<file path="config.mk">
export PLATFORM = sky130hd
export DESIGN_NAME = alu_ctrl_mc
export DESIGN_NICKNAME = d
export VERILOG_FILES = /design/src/rtl/alu_ctrl_mc.sv
export SDC_FILE = /design/constraint.sdc
export NUM_CORES = 1
export LEC_CHECK = 0
export ABC_CLOCK_PERIOD_IN_PS = 1300
export CAP_MARGIN = 15
export CORE_MARGIN = 2
export CORE_UTILIZATION = 40
export DETAILED_ROUTE_END_ITERATION = 16
export GPL_TIMING_DRIVEN = 0
export PLACE_DENSITY = 0.75
export SLEW_MARGIN = 20
export SYNTH_ARGS = -nofsm -noshare
export SYNTH_HDL_FRONTEND = slang
export SYNTH_SLANG_ARGS = --single-unit
</file>
<file path="constraint.sdc">
create_clock -name clk -period 1.3 [get_ports clk]
set_input_delay 0.195 -clock clk [delete_from_list [all_inputs] [get_ports clk]]
set_output_delay 0.195 -clock clk [all_outputs]
set_load 0.005 [all_outputs]
</file>
<file path="src/rtl/alu_ctrl_mc.sv">
// ALU control unit: decodes aluop/funct into a 4-bit ALU op code behind a
// valid/ready handshake, with a multi-cycle sequencer for mult/div.
module alu_ctrl_mc #(
    parameter int DATA_W    = 32,
    parameter int MD_CYCLES = DATA_W,
    parameter int CNT_W     = $clog2(MD_CYCLES + 1)
) (
    input  logic             clk,
    input  logic             rst_n,
    input  logic             flush,
    input  logic             in_valid,
    output logic             in_ready,
    input  logic [1:0]       aluop,
    input  logic [5:0]       funct,
    output logic             out_valid,
    input  logic             out_ready,
    output logic [3:0]       operation,
    output logic             illegal,
    output logic             md_busy,
    output logic             md_step,
    output logic [CNT_W-1:0] md_count
);

    typedef enum logic {
        IDLE,
        BUSY
    } state_e;

    localparam logic [CNT_W-1:0] MD_INIT = CNT_W'(MD_CYCLES);
    localparam logic [CNT_W-1:0] CNT_ONE = CNT_W'(1);

    state_e           state_q;
    logic             out_valid_q;
    logic [3:0]       op_q;
    logic             ill_q;
    logic [CNT_W-1:0] cnt_q;

    logic [3:0] dec_op;
    logic       dec_ill;
    logic       dec_md;
    logic       accept;

    // Decode aluop/funct; every path fully defines op, illegal and md flags
    always_comb begin
        dec_op  = 4'b0010;
        dec_ill = 1'b0;
        dec_md  = 1'b0;
        if (aluop == 2'b01) begin
            dec_op = 4'b0110;
        end else if (aluop[1]) begin
            case (funct)
                6'b100000,
                6'b100001: dec_op = 4'b0010;
                6'b100010,
                6'b100011: dec_op = 4'b0110;
                6'b100100: dec_op = 4'b0000;
                6'b100101: dec_op = 4'b0001;
                6'b100110: dec_op = 4'b0011;
                6'b100111: dec_op = 4'b1100;
                6'b101010: dec_op = 4'b0111;
                6'b101011: dec_op = 4'b0101;
                6'b011000,
                6'b011001,
                6'b011010,
                6'b011011: begin
                    dec_op = {2'b10, funct[1:0]};
                    dec_md = 1'b1;
                end
                default: begin
                    dec_op  = 4'b1111;
                    dec_ill = 1'b1;
                end
            endcase
        end
    end

    // Ready only in IDLE with room in the output slot and no abort pending
    always_comb begin
        in_ready = (state_q == IDLE)
                 & (~out_valid_q | out_ready)
                 & ~flush;
        accept   = in_valid & in_ready;
    end

    // Control FSM with registered result, valid flag and iteration counter
    always_ff @(posedge clk or negedge rst_n) begin
        if (!rst_n) begin
            state_q     <= IDLE;
            out_valid_q <= 1'b0;
            op_q        <= 4'b0000;
            ill_q       <= 1'b0;
            cnt_q       <= '0;
        end else if (flush) begin
            state_q     <= IDLE;
            out_valid_q <= 1'b0;
            cnt_q       <= '0;
        end else begin
            case (state_q)
                IDLE: begin
                    if (accept) begin
                        op_q  <= dec_op;
                        ill_q <= dec_ill;
                        if (dec_md) begin
                            state_q     <= BUSY;
                            cnt_q       <= MD_INIT;
                            out_valid_q <= 1'b0;
                        end else begin
                            out_valid_q <= 1'b1;
                        end
                    end else if (out_ready) begin
                        out_valid_q <= 1'b0;
                    end
                end
                BUSY: begin
                    if (cnt_q == CNT_ONE) begin
                        state_q     <= IDLE;
                        cnt_q       <= '0;
                        out_valid_q <= 1'b1;
                    end else begin
                        cnt_q <= cnt_q - CNT_ONE;
                    end
                end
                default: begin
                    state_q <= IDLE;
                end
            endcase
        end
    end

    assign out_valid = out_valid_q;
    assign operation = op_q;
    assign illegal   = ill_q;
    assign md_busy   = (state_q == BUSY);
    assign md_step   = md_busy;
    assign md_count  = cnt_q;

endmodule

</file>
Word level (Yosys, flattened, before mapping)
Cells that the tools add are included.
- memory bits (read-only): 0
- bits in latches: 0
- bits in registers: 13
- memories kept: 0
- output and inout port bits: 15
- word-level logic and storage cells: 65
- input bits: 13
- bits in writable memories: 0
- bitwise logic cells: 7
- $add $sub $neg: 1
- $lt $le $gt $ge: 0
- divide/modulo/power cells: 0
- eq/ne operators: 20
- mux-type cells: 25
- multipliers: 0
- reduce and logical (&&, ||, !) cells: 7
- shift-type cells: 0
- operator list (kind ; number):
    $eq A6 B6 Y1 const B ; 10
    $pmux W4 S9 ; 1
    $eq A6 B5 Y1 const B ; 4
    $mux W6 ; 4
    $mux W1 ; 15
    $reduce_or A14 Y1 ; 1
    $pmux W6 S2 ; 1
    $mux W4 ; 2
    $eq A6 B1 Y1 const B ; 1
    $ne A3 B3 Y1 const B ; 2
    $sub A6 B1 Y6 const B ; 1
    $ne A4 B4 Y1 const B ; 1
    $pmux W1 S2 ; 2
    $reduce_and A2 Y1 ; 2
    $reduce_or A2 Y1 ; 2
    $reduce_or A4 Y1 ; 1
    $and A1 B1 Y1 ; 3
    $ne A3 B2 Y1 const B ; 1
    $not A1 Y1 ; 3
    $reduce_and A3 Y1 ; 1
    $eq A2 B1 Y1 const B ; 1
    $or A1 B1 Y1 ; 1

Longest topological paths before layout
- depth after elaboration: 9
- gate-level depth with buffers: 5
- depth with buffers taken out: 5

Least setup slack after synthesis
No wires, ideal clock.
- path type: flip-flop to flip-flop
- start point: register cnt_q[2] (netlist: md_count[2])
- end point: register cnt_q[0] (netlist: md_count[0])
- period minus slack after synthesis: 1285 ps
- stages on the path, launching flop included: 4
- arrival: 1160 ps
- setup time: 125 ps
- buffers on the path: 0
- slack: 15 ps
- required time: 1175 ps
- cells stage by stage: dfrtp_1 nor3_1 a31oi_2 mux2_4
- cells in the longest elaborated chain, start to end: 4
- RTL lines (what ; line ; source):
    from (decl) ; 36 ; logic [CNT_W-1:0] cnt_q;
    from (signal assigned) ; 120 ; cnt_q <= cnt_q - CNT_ONE;
    $eq A6 B1 Y1 ; 115 ; if (cnt_q == CNT_ONE) begin
    $mux W6 ; 115 ;
    $pmux W6 S2 ; 98 ; case (state_q)
    $mux W6 ; 93 ; end else if (flush) begin
No other way between the ends.
A chain may end at the register's enable or synchronous reset.

Final worst setup path
- start point: register out_valid_q (netlist: out_valid)
- end point: output port in_ready
- cells in the longest elaborated chain, start to end: 4
- RTL lines (what ; line ; source):
    from (decl) ; 33 ; logic out_valid_q;
    from (signal assigned) ; 89 ; out_valid_q <= 1'b0;
    from (signal assigned) ; 95 ; out_valid_q <= 1'b0;
    from (signal assigned) ; 106 ; out_valid_q <= 1'b0;
    $not A1 Y1 ; 80 ; & (~out_valid_q | out_ready)
    $or A1 B1 Y1 ; 80 ;
    $and A1 B1 Y1 ; 80 ;
    $and A1 B1 Y1 ; 81 ; & ~flush;
    to (decl) ; 12 ; output logic in_ready,
No other way between the ends.

==> metrics.csv <==
stage,metric,value,unit
grt,grt_max_degree,14,
floorplanning,die_w,50.1,um
floorplanning,ios,28,
timing,grt_setup_unrepaired,true,
detailed_routing,drc,0,
clocking,numClockSinks,13,
worst_setup_path,cp-start-kind,flip-flop,
power,netSwitchingPower,0.000265,W
yosys,netlist_instances,88,
place,place_inst,141,
detailed_routing,route.vias.total,797,
place,gp_congestion,0.773,
timing,maxSlewViolCount,0,
worst_setup_path,cp-startpoint,out_valid,
yosys,yosysUniqueCellTypes,34,
yosys,syn_avg_cell_area,9.65,sq um
worst_setup_path,cp-end-kind,output port,
layout,diodes,0,
layout,ff_latch_area,327,sq um
power,pwr-share-seq,47.3,%
run_status,violations,negative setup slack,
floorplanning,die_h,50.1,um
worst_setup_path,required,1.11,ns
detailed_routing,wl_per_cell,13.7,um
clocking,clk_pin_slew_worst_paths,0.08,ns
yosys,synth_top_flop_cell,dfrtp_1,
grt,grt_pass1_vias,818,
power,vdd_drop_max,0.403,mV
yosys,yosysWarnings,0,
worst_setup_path,timing.rr.start,md_count[4],
timing,clock.fmax,743,MHz
power,p_leak,0.623,nW
worst_setup_path,critical_path_class,reg2out,
grt,grt_pass1_wl,3530,um
timing,setup_viol,1,
yosys,synth.area.top_cells,"dfrtp_1 38%, nand2_1 4.0%, nand2b_1 3.7%",
clocking,numCtsBuffers,3,
layout,drive_above_1_share,31.0,%
grt,grt-ovfl-total,0,
flow_run,max-cap-violations,0,
timing,maxSlewHeadroom,57.6,%
worst_setup_path,cp_max_fo,5,
detailed_routing,ant_nets,0,
min_path,hp-class,in2reg,
power,combPwrFrac,25.4,%
detailed_routing,first_pass_iters,4,
yosys,synth-seq-cells,13,
layout,fin_cells,156,
run_status,status,"finished, violations left",
layout,synthToLayoutAreaGrowth,55.4,%
clocking,root_buffer,clkbuf_4,
worst_setup_path,rrSetupSlack,0.01,ns
clocking,ctsHoldBuffers,0,
place,detailed_place_hpwl,1410,um
yosys,synthArstFlopShare,100,%
floorplanning,rows,16,
place,port_buffers,26,
yosys,yosysTopAreaCellShare,38.3,%
floorplanning,dieArea,2510,sq um
detailed_routing,drt_wl_total,2130,um
yosys,syn-cell-area,850,sq um
yosys,synthesis.nets,103,
clocking,cts_tree,built,
clocking,cts_buffer_depth,2,
layout,fill_cells,148,
layout,nets,145,
layout,multi_input_area,547,sq um
timing,fin_worst_skew,0.00373,ns
power,swShare,28.1,%
power,clkPwrFrac,27.3,%
power,intPower,0.000677,W
detailed_routing,drt-initial-drc-count,18,
power,power.density,714,nW/um^2
clocking,cts-htree-levels,1,
detailed_routing,routed_via_density,5.11,
floorplanning,start_util,42.9,%
yosys,synth.yosys.seq_area_share,38.3,%
grt,globalRouteTotalUtil,18.3,%
timing,finalSetupTns,-0.0458,ns
yosys,synth_top_area_cell,dfrtp_1,
timing,finalCriticalPeriod,1.35,ns
yosys,synth_edf_count,0,
grt,antenna_found_initial,0,
timing,hold_violations,0,
worst_setup_path,cp_data_arrival_time,1.15,ns
yosys,synthMostInstantiatedCell,dfrtp_1,
timing,tightest_slew,0.634,ns
min_path,hp-start,aluop[1],
timing,min_period_over_period,104,%
floorplanning,core_area,1980,sq um
clocking,worstSkewPairLatency,0.29,ns
timing,worst_slack,-0.0458,ns
yosys,synth_common_cells,"13 x dfrtp_1, 9 x nand2_1, 7 x nor2_1",
## through the flow
step / cell area [sq um] / power [W] / worst slack [ns] / hold WS, ns / util [%]
3_3_place_gp: 1140 / 0.000675 / -0.404 / 0.413 / 57.7
5_1_grt: 1320 / 0.000991 / -0.0854 / 0.129 / 66.6
2_1_floorplan: 850 / 0.000550 / 0.0152 / -0.101 / -
4_1_cts: 1260 / 0.000940 / -0.0381 / 0.112 / 63.7
6_report: 1320 / 0.000943 / -0.0458 / 0.110 / 66.6
3_5_place_dp: 1140 / 0.000679 / -0.412 / 0.412 / 57.7
## final cells by class
type                       count  area share [%]
timing repair buffer          37            24.8
sequential                    13            24.7
buffer                         2            2.65
clock buffer                   3            1.71
inverter                       6            1.71
clock inverter                 1           0.379
multi-input combinational     67            41.4
tap                           27            2.56
## worst max-delay path, cell delays in order, from the launching register on
cell and delay [ns]:
dfrtp_1 0.39, buf_4 0.15, nand2b_4 0.09, and2_4 0.15, buf_6 0.08
## power by group through the flow
stage | clock network [W] | registers [W] | logic, W
after floorplan | 0 | 0.000457 | 0.0000936
final | 0.000257 | 0.000446 | 0.000239
after CTS | 0.000269 | 0.000445 | 0.000226
after detailed placement | 0 | 0.000456 | 0.000223
after global placement | 0 | 0.000456 | 0.000219
after global routing | 0.000279 | 0.000450 | 0.000262
## routing by layer
layer	part of all wire, %	global-route usage (%)	vias to the layer above	wire length, um
met1	46	22.8	373	985
met5	0	0	-	0
met3	4.4	3.03	5	93
li1	-	-	395	-
met4	1.4	7.41	0	30
met2	48	30.9	24	1020
## flip-flops by register name, indices dropped and copies added, names as in the netlist
register,cells
md_busy,1
out_valid,1
illegal,1
operation,4
md_count,6
## cell usage in the layout, fill, tap and decap left out, types with 2 or more instances in the layout
cell type        count
nor2_1               6
dfrtp_1             12
clkbuf_4             3
o21ai_0              2
ha_4                 2
o31ai_1              2
xor2_1               2
buf_6                3
mux2i_1              2
nand2b_1             5
a31oi_1              2
a22o_1               3
a21oi_1              3
a21boi_0             2
dlygate4sd2_1       17
a21oi_2              3
clkdlybuf4s50_1      5
inv_1                4
inv_2                2
nand2_1              9
buf_4               10
nand3_1              2
o21ai_1              2
## worst paths after layout
path	end	cells after the start
hold reg to reg	operation[3]	2
min in group asynchronous	md_count[4]	1
hold / removal	operation[1]	2
setup reg to reg	md_count[0]	3
max in group asynchronous	md_busy	1
setup / recovery	in_ready	4
## cells by family (layout without fill, tap and decap cells)
| logic type | count (synthesis) | in the layout | synth area share, % |
|---|---|---|---|
| AOI/OAI and AO/OA | 24 | 24 | 21.4 |
| xor gates and xnor gates | 3 | 3 | 3.09 |
| adders and majority gates | 2 | 2 | 2.95 |
| buffers and inverters | 8 | 49 | 6.78 |
| DFF | 13 | 13 | 38.3 |
| muxes | 3 | 3 | 4.12 |
| and+or+nand+nor | 35 | 35 | 23.4 |
## repair_timing
item,4_1_cts,5_1_grt
gates resized for setup,39,14
buffers inserted,10,1
gates cloned,0,0
pin swaps,4,8
setup endpoints to repair,23,13
Power figures use the tool's default switching activity.
